==> config.mk <==
export PLATFORM = sky130hd
export DESIGN_NAME = cordic_upconverter
export DESIGN_NICKNAME = d
export VERILOG_FILES = /design/src/rtl/cordic_pkg.sv /design/src/rtl/cordic_rot_stage.sv /design/src/rtl/cordic_upconverter.sv
export SDC_FILE = /design/constraint.sdc
export NUM_CORES = 2
export LEC_CHECK = 0
export CORE_MARGIN = 2
export CORE_UTILIZATION = 35
export DETAILED_ROUTE_END_ITERATION = 7
export SETUP_SLACK_MARGIN = 0.3
export SLEW_MARGIN = 20
export SYNTH_ARGS = -nofsm -noshare
export SYNTH_HDL_FRONTEND = slang
export SYNTH_SLANG_ARGS = --single-unit
export TNS_END_PERCENT = 50
==> constraint.sdc <==
create_clock -name clock -period 7.3 [get_ports clock]
set_clock_uncertainty 0.2 [all_clocks]
set_input_delay 1.095 -clock clock [delete_from_list [all_inputs] [get_ports clock]]
set_output_delay 1.095 -clock clock [all_outputs]
set_load 0.02 [all_outputs]
==> src/rtl/cordic_pkg.sv <==
// Shared CORDIC constants and helpers for the TX upconverter and RX downconverter.
// Latency: n/a (package).
// Backpressure: n/a (package).
//
// Holds the 32-bit arctan table, the phase width and a round-half-up shifter.
// Phase convention: a full 2^32 phase word spans one turn (2*pi).
package cordic_pkg;

  localparam int WP = 32;

  // atan(2^-n) * 2^32 / (2*pi), n = 0..31. Entry 0 is pi/4; the rotation
  // stages index this table directly by their shift amount.
  localparam logic [31:0] ATAN_TABLE [0:31] = '{
    32'h2000_0000, 32'h12E4_051E, 32'h09FB_385B, 32'h0511_11D4,
    32'h028B_0D43, 32'h0145_D7E1, 32'h00A2_F61E, 32'h0051_7C55,
    32'h0028_BE53, 32'h0014_5F2F, 32'h000A_2F98, 32'h0005_17CC,
    32'h0002_8BE6, 32'h0001_45F3, 32'h0000_A2FA, 32'h0000_517D,
    32'h0000_28BE, 32'h0000_145F, 32'h0000_0A30, 32'h0000_0518,
    32'h0000_028C, 32'h0000_0146, 32'h0000_00A3, 32'h0000_0051,
    32'h0000_0029, 32'h0000_0014, 32'h0000_000A, 32'h0000_0005,
    32'h0000_0003, 32'h0000_0001, 32'h0000_0001, 32'h0000_0000
  };

  // Arithmetic right shift by n, rounding half-up by adding back the last
  // bit shifted out. Callers sign-extend into 64 bits and truncate after.
  function automatic logic signed [63:0] rshift_rnd(input logic signed [63:0] v,
                                                    input int unsigned n);
    logic signed [63:0] r;
    r = v >>> n;
    if (n != 0) begin
      r = r + {63'd0, v[6'(n - 1)]};
    end
    return r;
  endfunction

  // Table entry n rescaled to an angle register of width wz whose LSB weighs
  // 2^(WP-wz+1) phase units, rounded to nearest.
  function automatic logic [31:0] atan_scaled(input int n, input int wz);
    logic [31:0] rnd_bit;
    rnd_bit = 32'd1 << (WP - wz);
    return (ATAN_TABLE[5'(n)] + rnd_bit) >> (WP - wz + 1);
  endfunction

endpackage

==> src/rtl/cordic_rot_stage.sv <==
// One registered rotation-mode CORDIC iteration with shift SHIFT.
// Latency: 1 clock.
// Backpressure: none; advances every clock.
//
// Ports: clock; x_i/y_i/z_i current vector and residual angle;
//        x_o/y_o/z_o registered rotated vector and updated angle.
// LAST holds Z instead of updating it (nothing downstream consumes it).
module cordic_rot_stage
  import cordic_pkg::*;
#(
  parameter int               SHIFT = 0,
  parameter int               WR    = 22,
  parameter int               WZ    = 20,
  parameter logic [WZ-1:0]    ATAN  = '0,
  parameter bit               LAST  = 1'b0
) (
  input  logic                 clock,
  input  logic signed [WR-1:0] x_i,
  input  logic signed [WR-1:0] y_i,
  input  logic signed [WZ-1:0] z_i,
  output logic signed [WR-1:0] x_o,
  output logic signed [WR-1:0] y_o,
  output logic signed [WZ-1:0] z_o
);

  logic signed [WR-1:0] x_sh, y_sh;
  logic signed [WR-1:0] x_d, x_q, y_d, y_q;
  logic signed [WZ-1:0] z_d, z_q;
  logic                 z_neg;

  always_comb begin
    x_sh  = WR'(rshift_rnd(64'(x_i), SHIFT));
    y_sh  = WR'(rshift_rnd(64'(y_i), SHIFT));
    // d = -1 when the residual angle is negative, +1 otherwise.
    z_neg = z_i[WZ-1];
    if (z_neg) begin
      x_d = x_i + y_sh;
      y_d = y_i - x_sh;
      z_d = z_i + ATAN;
    end else begin
      x_d = x_i - y_sh;
      y_d = y_i + x_sh;
      z_d = z_i - ATAN;
    end
    if (LAST) begin
      z_d = z_i;
    end
  end

  // Datapath registers carry no reset; validity is tracked separately.
  always_ff @(posedge clock) begin
    x_q <= x_d;
    y_q <= y_d;
    z_q <= z_d;
  end

  assign x_o = x_q;
  assign y_o = y_q;
  assign z_o = z_q;

endmodule

==> src/rtl/cordic_upconverter.sv <==
// TX mixer: rotates I/Q by an NCO phase with a pipelined CORDIC, outputs the real part.
// Latency: STG+2 clocks (20 with defaults), one sample per clock.
// Backpressure: none; in_valid is delayed to out_valid, consumers must keep up.
//
// Ports: clock, reset_n (async, active low); frequency = phase step per valid
//        sample; phase_clear restarts the NCO; in_valid/in_I/in_Q baseband in;
//        out_valid/out_data real output, out_data ~ (K/4)*(I*cos - Q*sin).
module cordic_upconverter
  import cordic_pkg::*;
#(
  parameter int IN_WIDTH   = 16,
  parameter int EXTRA_BITS = 4,
  parameter int OUT_WIDTH  = 16
) (
  input  logic                        clock,
  input  logic                        reset_n,
  input  logic        [WP-1:0]        frequency,
  input  logic                        phase_clear,
  input  logic                        in_valid,
  input  logic signed [IN_WIDTH-1:0]  in_I,
  input  logic signed [IN_WIDTH-1:0]  in_Q,
  output logic                        out_valid,
  output logic signed [OUT_WIDTH-1:0] out_data
);

  localparam int WR  = IN_WIDTH + EXTRA_BITS + 2;
  localparam int STG = OUT_WIDTH + EXTRA_BITS - 2;
  localparam int WZ  = STG + 2;
  localparam int L   = STG + 2;
  localparam logic signed [WR-1:0] OUT_MAX = WR'((1 << (OUT_WIDTH - 1)) - 1);

  // ---------------- NCO ----------------
  logic [WP-1:0] phase_d, phase_q;

  always_comb begin
    if (phase_clear) begin
      phase_d = in_valid ? frequency : '0;
    end else if (in_valid) begin
      phase_d = phase_q + frequency;
    end else begin
      phase_d = phase_q;
    end
  end

  // ---------------- Stage 0: quadrant pre-rotation ----------------
  logic [1:0]           quad;
  logic [WZ-4:0]        resid;
  logic signed [WR-1:0] i_ext, q_ext;
  logic signed [WR-1:0] x0_d, y0_d, x0_q, y0_q;
  logic signed [WZ-1:0] z0_d, z0_q;

  always_comb begin
    // phase_clear rotates the current sample by zero.
    quad  = phase_clear ? 2'b00 : phase_q[WP-1:WP-2];
    resid = phase_clear ? '0    : phase_q[WP-3:WP-WZ+1];
    i_ext = {{2{in_I[IN_WIDTH-1]}}, in_I, {EXTRA_BITS{1'b0}}};
    q_ext = {{2{in_Q[IN_WIDTH-1]}}, in_Q, {EXTRA_BITS{1'b0}}};
    case (quad)
      2'd0:    begin x0_d = i_ext;  y0_d = q_ext;  end
      2'd1:    begin x0_d = -q_ext; y0_d = i_ext;  end
      2'd2:    begin x0_d = -i_ext; y0_d = -q_ext; end
      default: begin x0_d = q_ext;  y0_d = -i_ext; end
    endcase
    // Residual in [0, pi/2) lies inside the CORDIC convergence range.
    z0_d = {3'b000, resid};
  end

  always_ff @(posedge clock) begin
    x0_q <= x0_d;
    y0_q <= y0_d;
    z0_q <= z0_d;
  end

  // ---------------- Rotation stages ----------------
  logic signed [WR-1:0] xs [0:STG];
  logic signed [WR-1:0] ys [0:STG];
  logic signed [WZ-1:0] zs [0:STG];

  assign xs[0] = x0_q;
  assign ys[0] = y0_q;
  assign zs[0] = z0_q;

  for (genvar k = 0; k < STG; k++) begin : g_stage
    cordic_rot_stage #(
      .SHIFT (k),
      .WR    (WR),
      .WZ    (WZ),
      .ATAN  (WZ'(atan_scaled(k, WZ))),
      .LAST  (k == STG - 1)
    ) u_stage (
      .clock (clock),
      .x_i   (xs[k]),
      .y_i   (ys[k]),
      .z_i   (zs[k]),
      .x_o   (xs[k+1]),
      .y_o   (ys[k+1]),
      .z_o   (zs[k+1])
    );
  end

  // ---------------- Output rounding / saturation ----------------
  logic signed [WR-1:0]        x_rnd;
  logic signed [OUT_WIDTH-1:0] out_data_d, out_data_q;
  logic [L-1:0]                vld_sr_d, vld_sr_q;

  always_comb begin
    x_rnd = WR'(rshift_rnd(64'(xs[STG]), WR - OUT_WIDTH));
    // Symmetric clip: the most negative code is never emitted.
    if (x_rnd > OUT_MAX) begin
      out_data_d = OUT_MAX[OUT_WIDTH-1:0];
    end else if (x_rnd < -OUT_MAX) begin
      out_data_d = -OUT_MAX[OUT_WIDTH-1:0];
    end else begin
      out_data_d = x_rnd[OUT_WIDTH-1:0];
    end
    vld_sr_d = {vld_sr_q[L-2:0], in_valid};
  end

  always_ff @(posedge clock or negedge reset_n) begin
    if (!reset_n) begin
      phase_q    <= '0;
      vld_sr_q   <= '0;
      out_data_q <= '0;
    end else begin
      phase_q    <= phase_d;
      vld_sr_q   <= vld_sr_d;
      out_data_q <= out_data_d;
    end
  end

  assign out_valid = vld_sr_q[L-1];
  assign out_data  = out_data_q;

endmodule

==> results_tabular.tex <==
\begin{tabular}{lr}
\hline
Metric & Value \\
\hline
\multicolumn{2}{l}{\textbf{Logic synthesis}} \\
Combinational family with the most area after synthesis & compound AO/OA/AOI/OAI gates \\
Number of standard cells after synthesis & between 10000 and 15000 \\
EDFF count, synth & 0 \\
Share of synthesized cell area in full adder, half adder and majority cells & 0.170 \\
Synthesis Warnings & 0 \\
Leading register cell type out of synthesis & sky130\_fd\_sc\_hd\_\_dfxtp\_1 \\
Net Count, Synth & 11451 \\
Parity-gate share of the synthesized area counting xor and xnor cells & 0.157 \\
Netlist area before placement & 86400 sq um \\
Synth top area cells & sky130\_fd\_sc\_hd\_\_dfxtp\_1 25\%, sky130\_fd\_sc\_hd\_\_ha\_1 16\%, sky130\_fd\_sc\_hd\_\_xnor2\_1 11\% \\
Area share of the largest cell type after synthesis & 0.250 \\
Post-synth ARST share & 0.0592 \\
Multiplexer share of the synthesized area & 0.0113 \\
Post-Syn Area per Cell & 8.44 sq um \\
Compound-gate portion of the synthesized area & 0.193 \\
Post-Synth Simple-Gate Area & 0.171 \\
Count of distinct cell types in the synthesized netlist & 106 \\
Sequential fraction of the synthesis area & 0.270 \\
Total of flip-flops plus latches after synthesis & 1149 \\
Largest area contributor in the netlist & sky130\_fd\_sc\_hd\_\_dfxtp\_1 \\
\multicolumn{2}{l}{\textbf{Die}} \\
Area of the die & 251000 sq um \\
\# rows & 182 \\
Number of top-level design ports & 85 \\
Core area & 246000 sq um \\
Effective utilization at floorplan & 0.352 \\
Die extent in x & 501 um \\
Die Height & $\sim$500 um \\
\multicolumn{2}{l}{\textbf{Clocking}} \\
Total of cells resized after clock tree synthesis & 0 \\
Buffers from clock root to sink, at most & 3 \\
Clock tree from TritonCTS & built \\
Root Buffer Master & sky130\_fd\_sc\_hd\_\_clkbuf\_16 \\
CTS buffer count & 133 \\
Clock slew at the register clock pins of the worst setup and hold paths & $\sim$0.060 ns \\
Number of hold-repair buffers added at the cts stage & 0 \\
Worst-Skew Late Latency & 0.78 ns \\
Post-CTS setup buffer count & 0 \\
H-tree lvl count & 4 \\
Sinks on the clock net & 1149 \\
\multicolumn{2}{l}{\textbf{STA}} \\
Total of endpoints with negative setup slack in the final report & 0 \\
Share of the clock period used by the worst path after layout & 0.745 \\
Final Max Slew Viols & 0 \\
Minimum period implied by the final worst setup slack & 5.44 ns \\
Relative slew slack & 0.309 \\
Final hold viol count & 0 \\
TNS Setup & 0 ns \\
Unrepaired setup endpoints after global routing & false \\
Fmax & about 0.18 GHz \\
Pin slew with the least headroom to its limit & 1.03 ns \\
\multicolumn{2}{l}{\textbf{Layout}} \\
Share of layout cells above drive strength 1 & 0.0405 \\
Area used by multi-input combinational logic & 60600 sq um \\
Synthesis-to-finish area growth & 10.2\% \\
Fillers & 24579 \\
Final-stage net count & 11497 \\
Area taken by flip-flops and latches & 23300 sq um \\
\multicolumn{2}{l}{\textbf{Worst setup path}} \\
CP Capture Type & register \\
Library cell appearing most often on the critical path & sky130\_fd\_sc\_hd\_\_nand3\_1 \\
Critical-path cell list & ha\_1 > nand3\_1 > nor2\_1 > nand3\_1 > o21a\_1 > o31ai\_1 > nor4b\_1 > and3\_1 > nor2\_1 > xnor2\_1 > ha\_1 > and3\_1 > nand3\_1 > o311ai\_0 > a31oi\_1 > o21ai\_0 > nor3\_1 > o21bai\_1 > a21oi\_1 > xor2\_1 \\
Setup crit start kind & register \\
Startpoint of the most critical setup path & g\_stage[4].u\_stage.y\_o[5]\$\_DFF\_P\_ \\
Critical-path top delay cell & sky130\_fd\_sc\_hd\_\_o311ai\_0 \\
Highest cell delay on the worst timing path & 0.56 ns \\
Endpoint required time on the critical path & 7.75 ns \\
Crit path DAT & 5.89 ns \\
Worst R2R Start & g\_stage[4].u\_stage.y\_o[5]\$\_DFF\_P\_ \\
Top fanout value on the critical path & 7 \\
Path type of the worst setup path & register to register \\
\multicolumn{2}{l}{\textbf{Route}} \\
Antenna-violating nets left & 0 \\
Detailed-route wire length per cell & 16.8 um \\
Ratio of routed vias to standard cells & between 5 and 6 \\
Total detailed-routing wirelength & $\sim$230000 um \\
1st-iter DRT viols & 4512 \\
Final routed DRC violation total & 0 \\
Via Count & 71965 \\
Count of TritonRoute iterations in the first routing pass & 6 \\
\multicolumn{2}{l}{\textbf{Global routing}} \\
Pin count of the biggest net entering global routing & 69 \\
Global-route wire length before repair & 367000 um \\
Number of antenna violations at the first check in global routing & 3 \\
Total global-route track usage & 0.177 \\
Gr ovfl total & 0 \\
Vias in the first global route & 70107 \\
\multicolumn{2}{l}{\textbf{Place}} \\
HPWL reported at the end of detailed placement & 183000 um \\
Number of port buffers & between 80 and 90 \\
Placer Congestion & about 0.91 \\
\multicolumn{2}{l}{\textbf{Worst hold path}} \\
Worst min-delay path class & register to register \\
Hold path start & g\_stage[5].u\_stage.z\_o[0]\$\_DFF\_P\_ \\
\multicolumn{2}{l}{\textbf{Outcome}} \\
Result of the run & completed \\
\multicolumn{2}{l}{\textbf{Flow run}} \\
Maximum capacitance violations & 0 \\
\hline
\end{tabular}
-- Yosys cell counts (all sizes together), types with 27 or more instances --
cell type and instances:
dfrtp 68, nor2b 157, inv 430, a21boi 59, nand2b 141, nor4 42, o41ai 49, ha 1102
o22ai 51, nand2 550, or3 67, and3 198, xnor2 1046, and4 27, or2 48, o21bai 101
a211oi 82, nand4 95, a21oi 841, o31ai 55, and2 65, mux2 30, mux2i 63, nor2 973
buf 55, a31oi 143, dfxtp 1081, xor2 500, o21ai 509, a21o 252, nor3 256, clkbuf 145
nand3 342, o21a 190, fa 45
-- placed cells by master, fill, tap and decap left out, types with 341 or more instances in the layout --
cell and count:
sky130_fd_sc_hd__nand2_1 550, sky130_fd_sc_hd__dfxtp_1 1081, sky130_fd_sc_hd__ha_1 1102, sky130_fd_sc_hd__nand3_1 341, sky130_fd_sc_hd__inv_1 428, sky130_fd_sc_hd__xnor2_1 1046, sky130_fd_sc_hd__xor2_1 500, sky130_fd_sc_hd__nor2_1 971
sky130_fd_sc_hd__o21ai_0 496, sky130_fd_sc_hd__a21oi_1 836
-- stage by stage --
step / utilization / cell area (sq um) / cells / worst slack [ns] / hold WS, ns
6_report: 0.388 / 95300 / 13613 / 1.86 / 0.123
5_1_grt: 0.388 / 95200 / 13610 / 1.34 / 0.128
4_1_cts: 0.388 / 95200 / 13609 / 1.89 / 0.125
3_5_place_dp: 0.369 / 90700 / 13367 / 1.93 / 0.112
3_3_place_gp: 0.369 / 90700 / 13367 / 1.82 / 0.112
2_1_floorplan: - / 86400 / 10236 / 2.63 / 0.110
-- logic make-up (layout without fill, tap and decap cells) --
kind of cell	Yosys count	count (layout)
xor gates and xnor gates	1546	1546
adders and majority gates	1147	1147
muxes	93	93
other	0	4
AOI/OAI and AO/OA	2627	2627
DFF	1149	1149
and+or+nand+nor	3038	3038
buffers and inverters	636	789
-- final cells by class --
type	count	area share
Timing Repair Buffer	111	0.0108
Inverter	436	0.0172
Multi-Input combinational cell	8451	0.637
Antenna cell	4	0.000105
Clock buffer	176	0.0396
Tap cell	3220	0.0423
Clock inverter	66	0.00835
Sequential cell	1149	0.245
-- state kept, by name, indices dropped and copies added, names as in the netlist --
signal / cells
y0_q: 18
out_data: 16
z0_q: 17
g_stage.u_stage.z_o: 298
g_stage.u_stage.x_o: 383
x0_q: 18
phase_q: 32
g_stage.u_stage.y_o: 347
vld_sr_q: 20
-- critical path: cells and delay by family, from the launching register on --
kind | cells | cell delay [ns]
flip-flops | 1 | 0.35
XOR/XNOR | 2 | 0.30
adder cells (fa/ha/maj) | 2 | 0.59
AO/OA/AOI/OAI | 7 | 1.91
AND/OR/NAND/NOR | 9 | 1.96
-- path summary, 6_finish.rpt --
check	end	slack (ns)	cells past startpoint
min in group asynchronous	phase_q[6]$_DFFE_PN0P_	0.26	1
setup / recovery	g_stage[5].u_stage.x_o[21]$_DFF_P_	1.86	20
hold / removal	g_stage[6].u_stage.z_o[0]$_DFF_P_	0.12	0
setup reg to reg	g_stage[5].u_stage.x_o[21]$_DFF_P_	1.86	20
max in group asynchronous	vld_sr_q[19]$_DFF_PN0_	6.05	1
hold reg to reg	g_stage[6].u_stage.z_o[0]$_DFF_P_	0.12	0
-- layer usage --
| metal | up-vias | global-route usage | share of wire |
|---|---|---|---|
| li1 | 36633 | - | - |
| met1 | 33597 | 0.237 | 0.47 |
| met3 | 334 | 0.0211 | 0.039 |
| met2 | 1401 | 0.297 | 0.46 |
| met4 | 0 | 0.0543 | 0.030 |
| met5 | - | 0 | 0 |
Power is left out: the tool's default activity adds up to more than one toggle a clock period on the data nets, which glitch-free logic cannot reach.
